--- src/rtl/rf_scoreboard_bypass.sv ---
// Decode-stage register file with WB->ID bypass, per-entry busy scoreboard and
// a post-reset clear sweep that zeroes the array one entry per cycle.

module rf_rd_port #(
    parameter int DATA_W   = 32,
    parameter int ADDR_W   = 5,
    parameter int ZERO_REG = 1
) (
    input  logic              ready,
    input  logic [ADDR_W-1:0] addr,
    input  logic              wr_en,
    input  logic [ADDR_W-1:0] wr_addr,
    input  logic [DATA_W-1:0] wr_data,
    input  logic [DATA_W-1:0] ent_data,
    input  logic              ent_busy,
    output logic [DATA_W-1:0] rd_data,
    output logic              rd_busy
);
    logic is_zero;
    logic hit;

    assign is_zero = (ZERO_REG != 0) && (addr == '0);
    assign hit     = wr_en && (wr_addr == addr);

    always_comb begin
        rd_data = '0;
        rd_busy = 1'b0;
        if (ready && !is_zero) begin
            rd_data = hit ? wr_data : ent_data;
            // A writeback landing this cycle resolves the hazard through the bypass.
            rd_busy = ent_busy && !hit;
        end
    end
endmodule

module rf_scoreboard_bypass #(
    parameter int DATA_W   = 32,
    parameter int ADDR_W   = 5,
    parameter int NUM_RD   = 2,
    parameter int ZERO_REG = 1
) (
    input  logic                     clk,
    input  logic                     rst,
    input  logic [NUM_RD*ADDR_W-1:0] rd_addr,
    output logic [NUM_RD*DATA_W-1:0] rd_data,
    output logic [NUM_RD-1:0]        rd_busy,
    input  logic                     wr_en,
    input  logic [ADDR_W-1:0]        wr_addr,
    input  logic [DATA_W-1:0]        wr_data,
    input  logic                     rsv_en,
    input  logic [ADDR_W-1:0]        rsv_addr,
    output logic                     init_done
);
    localparam int              DEPTH    = 1 << ADDR_W;
    localparam logic [ADDR_W:0] CLR_LAST = (ADDR_W + 1)'(DEPTH - 1);

    typedef enum logic {CLEAR, READY} state_t;

    state_t             state_q, state_d;
    logic [ADDR_W:0]    clr_cnt_q, clr_cnt_d;
    logic               init_done_q, init_done_d;
    logic [DEPTH-1:0]   busy_q, busy_d;
    logic [DATA_W-1:0]  mem_q [DEPTH];
    logic [DATA_W-1:0]  mem_d [DEPTH];

    always_comb begin
        state_d     = state_q;
        clr_cnt_d   = clr_cnt_q;
        init_done_d = init_done_q;
        busy_d      = busy_q;
        mem_d       = mem_q;
        if (state_q == CLEAR) begin
            mem_d[clr_cnt_q[ADDR_W-1:0]] = '0;
            clr_cnt_d = clr_cnt_q + (ADDR_W + 1)'(1);
            if (clr_cnt_q == CLR_LAST) begin
                state_d     = READY;
                init_done_d = 1'b1;
            end
        end else begin
            if (wr_en && !((ZERO_REG != 0) && (wr_addr == '0)))
                mem_d[wr_addr] = wr_data;
            if (wr_en)
                busy_d[wr_addr] = 1'b0;
            // Reserve is applied after the clear so a new producer supersedes.
            if (rsv_en)
                busy_d[rsv_addr] = 1'b1;
            if (ZERO_REG != 0)
                busy_d[0] = 1'b0;
        end
    end

    always_ff @(posedge clk) begin
        if (rst) begin
            state_q     <= CLEAR;
            clr_cnt_q   <= '0;
            init_done_q <= 1'b0;
            busy_q      <= '0;
        end else begin
            state_q     <= state_d;
            clr_cnt_q   <= clr_cnt_d;
            init_done_q <= init_done_d;
            busy_q      <= busy_d;
        end
    end

    // The array itself has no reset; the sweep defines its contents.
    always_ff @(posedge clk) begin
        if (!rst)
            mem_q <= mem_d;
    end

    assign init_done = init_done_q;

    for (genvar i = 0; i < NUM_RD; i++) begin : g_rd
        logic [ADDR_W-1:0] addr_i;
        assign addr_i = rd_addr[i*ADDR_W +: ADDR_W];

        rf_rd_port #(
            .DATA_W   (DATA_W),
            .ADDR_W   (ADDR_W),
            .ZERO_REG (ZERO_REG)
        ) u_port (
            .ready    (init_done_q),
            .addr     (addr_i),
            .wr_en    (wr_en),
            .wr_addr  (wr_addr),
            .wr_data  (wr_data),
            .ent_data (mem_q[addr_i]),
            .ent_busy (busy_q[addr_i]),
            .rd_data  (rd_data[i*DATA_W +: DATA_W]),
            .rd_busy  (rd_busy[i])
        );
    end
endmodule
--- config.mk ---
export PLATFORM = sky130hd
export DESIGN_NAME = rf_scoreboard_bypass
export DESIGN_NICKNAME = d
export VERILOG_FILES = /design/src/rtl/rf_scoreboard_bypass.sv
export SDC_FILE = /design/constraint.sdc
export NUM_CORES = 2
export LEC_CHECK = 0
export ABC_AREA = 1
export BUFFER_PORTS_ARGS = -buffer_cell sky130_fd_sc_hd__buf_2
export CORE_MARGIN = 2
export CORE_UTILIZATION = 29
export DETAILED_ROUTE_END_ITERATION = 10
export HOLD_SLACK_MARGIN = 0.05
export PLACE_DENSITY_LB_ADDON = 0.25
export SLEW_MARGIN = 0
export SYNTH_ARGS = -nofsm -noshare
export SYNTH_HDL_FRONTEND = slang
export SYNTH_HIERARCHICAL = 1
export SYNTH_SLANG_ARGS = --single-unit
--- constraint.sdc ---
create_clock -name clk -period 3.8 [get_ports clk]
set_clock_uncertainty 0.15 [all_clocks]
set_input_delay 0.38 -clock clk [delete_from_list [all_inputs] [get_ports clk]]
set_output_delay 0.38 -clock clk [all_outputs]
set_load 0.02 [all_outputs]
==> metrics.md <==
| Metric | Value |
|---|---|
| Largest net degree at the start of global routing | 215 |
| Critical R2R Launch | state_q |
| Status | finished, violations left |
| CTS Sinks | 1063 |
| Synthesized flop and latch total | 1063 |
| Post-DR wirelength/cell | 28.4 um |
| Reg2Reg Setup Slack | 0.17 ns |
| Fin worst setup slack | -0.0431 ns |
| CTS HTree Levels | 3 |
| Post-synthesis cell area | 67700 um^2 |
| CTS tree | built |
| Initial core utilization | 29.1% |
| Worst-case hold path end point | busy_q[4] |
| Setup crit start kind | primary input |
| Most frequent cells in the layout | nand2_1, nand3_1, edfxtp_1 |
| Synth Net Count | 9349 |
| Total CTS buffers | 120 |
| Vert. Die Dim | 487 um |
| Crit-path max FO | 33 |
| Routed wire length | 344000 um |
| Final core occ | 32.9% |
| Die Width | 487 um |
| Clock Path Buffers | 3 |
| FILL cells | 24500 |
| Failing checks | negative setup slack |
| P_leak | 32.0 nW |
| Reg2reg end | busy_q[3] |
| Place WS | -0.0837 ns |
| Area post-placement | 72400 um^2 |
| Slew HR | 16.1% |
| Min Tclk post-route | 3.84 ns |
| Worst-skew pair later-pin latency | 0.79 ns |
| Fin. Hold Viols | 0 |
| Final HPWL DP | 202000 um |
| Worst slew pin tran | 1.26 ns |
| Max incr delay on CP | 0.38 ns |
| Cell mode on critical path | nand2_1 |
| Most common cell after layout, fill and taps aside | nand2_1 |
| Yosys cell types | 27 |
| Yosys warnings | 6 |
| Hold_sp | rsv_en |
| Peak VDD IR | 0.386 mV |
| Unrepaired setup endpoints after global routing | yes |
| CP cell instances | buf_8 -> inv_8 -> buf_12 -> buf_12 -> nand2_1 -> nand3_1 -> nand3_1 -> nand2_1 -> nand2_1 -> nand2_1 -> nand2_1 -> nand2_1 -> inv_1 -> nand2_2 -> nand2_1 -> nor2_1 -> buf_4 -> buf_2 |
| PD cells | 410 nW/um^2 |
| Worst path slowest cell | inv_8 |
| Cell row count | 177 |
| Via count | 71200 |
| Die ar. | 237000 um^2 |
| Iteration-0 DRC count of the detailed router | 9986 |
| Root Buffer | clkbuf_16 |
| Area grow syn2layout | 12.8% |
| Hold Path Depth | 6 |
| Post-route cell area | 76400 um^2 |
| GR Util All Layers | 28.0% |
| Number of global-route vias before repair | 66900 |
| Initial antenna violation count | 13 |
| Hold WC Path Type | in2reg |
| Worst EP required | 3.27 ns |
| CP Capture Type | output pin |
| Post-Syn Instances | 9289 |
| Nets | 9037 |
| Input/output buffers | 122 |
| Max Slew Vio Count | 0 |
| Final ANT Viol Nets | 0 |
| I/O pin total | 123 |
| Number of setup buffers added after CTS | 0 |
| Final setup violating endpoints | 2 |
| DRT Pass-1 Iters | 6 |
| Reg clk slew, reported paths | 0.07 ns |
| Residual DRC | 0 |
| Fin crit share | 101% |
| Critical path origin | rd_addr[5] |
| CP arrival | 3.31 ns |
| Total grt overflow | 0 |
| Vias per inst | 5.87 |
| Reg2reg path depth | 6 |
| Register area share after synthesis | 46.6% |
| Fmax | 260 MHz |
| Fraction of layout cells with a size suffix above 1 | 8.19% |
| Post-Synthesis Mean Instance Area | 7.29 um^2 |
| Max_cap viols | 0 |
| CORE AREA | 232000 um^2 |
| First-pass GRT wire length | 490000 um |
| Setup CP Type | in2out |
| GPL Wtd Cong | 0.998 |
[flip-flops by register name (all words and copies together) (netlist names)]
signal	count
mem_q	1024
busy_q	31
clr_cnt_q	6
state_q	1
init_done	1
[cell type report]
class | instances | area, um^2 | share of cell area (%)
Clock inverter | 70 | 569 | 0.745
Inverter | 148 | 603 | 0.790
Sequential cell | 1063 | 31500 | 41.3
Clock buffer | 158 | 3240 | 4.24
Antenna cell | 5 | 12.5 | 0.0164
Tap cell | 3043 | 3810 | 4.99
Multi-Input combinational cell | 7185 | 32400 | 42.4
Timing Repair Buffer | 459 | 4200 | 5.50
[per-stage QoR]
| step | TNS (ns) | cells | hold slack, ns | power [mW] |
|---|---|---|---|---|
| after CTS | 0 | 12100 | 0.116 | 31.2 |
| after global placement | -0.195 | 11900 | 0.314 | 19.4 |
| after detailed placement | -0.0837 | 11900 | 0.321 | 19.5 |
| after floorplan | 0 | 9289 | 0.300 | 17.3 |
| after global routing | 0 | 12100 | 0.182 | 32.2 |
| final | -0.0485 | 12100 | 0.149 | 31.3 |
[logic make-up after synthesis]
| kind of cell | synth area share (%) |
|---|---|
| and+or+nand+nor | 38.2 |
| AOI/OAI and AO/OA | 8.82 |
| DFF | 46.6 |
| adders and majority gates | 0.0740 |
| buffers and inverters | 6.30 |
[critical path: cells and delay by family]
family        cells  cell delay (ns)
buf+inv           7             1.37
simple gates     11             1.40
[cells in the mapped netlist, drive strengths merged]
library cell  instances  share of area (%)
a21oi                68               0.50
o22ai               256                2.4
nand3              2374                 18
inv                 143               0.79
ha                    4              0.074
buf                 385                2.7
nor4                  1             0.0092
a211oi                1              0.011
nor3                 22               0.21
a31oi                 2              0.018
dfxtp                39                1.2
clkbuf              508                2.8
edfxtp             1024                 45
clkinv                5              0.028
or2                   1             0.0092
nor2                181                1.0
o21ai               801                5.9
nand2              3474                 19
[power breakdown]
part / total (mW) / leakage, nW / internal, mW / switching, mW
Combinational: 5.23 / 19.8 / 1.51 / 3.71
Sequential: 14.3 / 10.4 / 13.7 / 0.547
Clock: 11.8 / 1.86 / 6.45 / 5.35
Total: 31.3 / 32.0 / 21.7 / 9.61
[per-layer routing]
layer | part of all wire [%] | vias to the layer above | global-route usage, %
met4 | 8.0 | 12 | 20.2
li1 | - | 31200 | -
met1 | 38 | 34300 | 36.1
met2 | 42 | 4858 | 41.4
met3 | 11 | 882 | 5.95
met5 | 0.022 | - | 0
[timing repair]
item                       4_1_cts  5_1_grt
pin swaps                        0        0
hold endpoints to repair        31        0
gates cloned                     0        0
resized for setup                1        1
hold buffers                    11        0
setup endpoints to repair        1        3
[worst max path at each step]
stage / end / slack (ns)
2_1_floorplan: mem_q[0] / 0.32
3_3_place_gp: rd_data[50] / -0.20
3_5_place_dp: rd_data[50] / -0.08
4_1_cts: rd_data[50] / 0.06
5_1_grt: rd_data[50] / 0.007
6_report: rd_data[50] / -0.04
No activity file was read; power rests on OpenSTA's default activity.
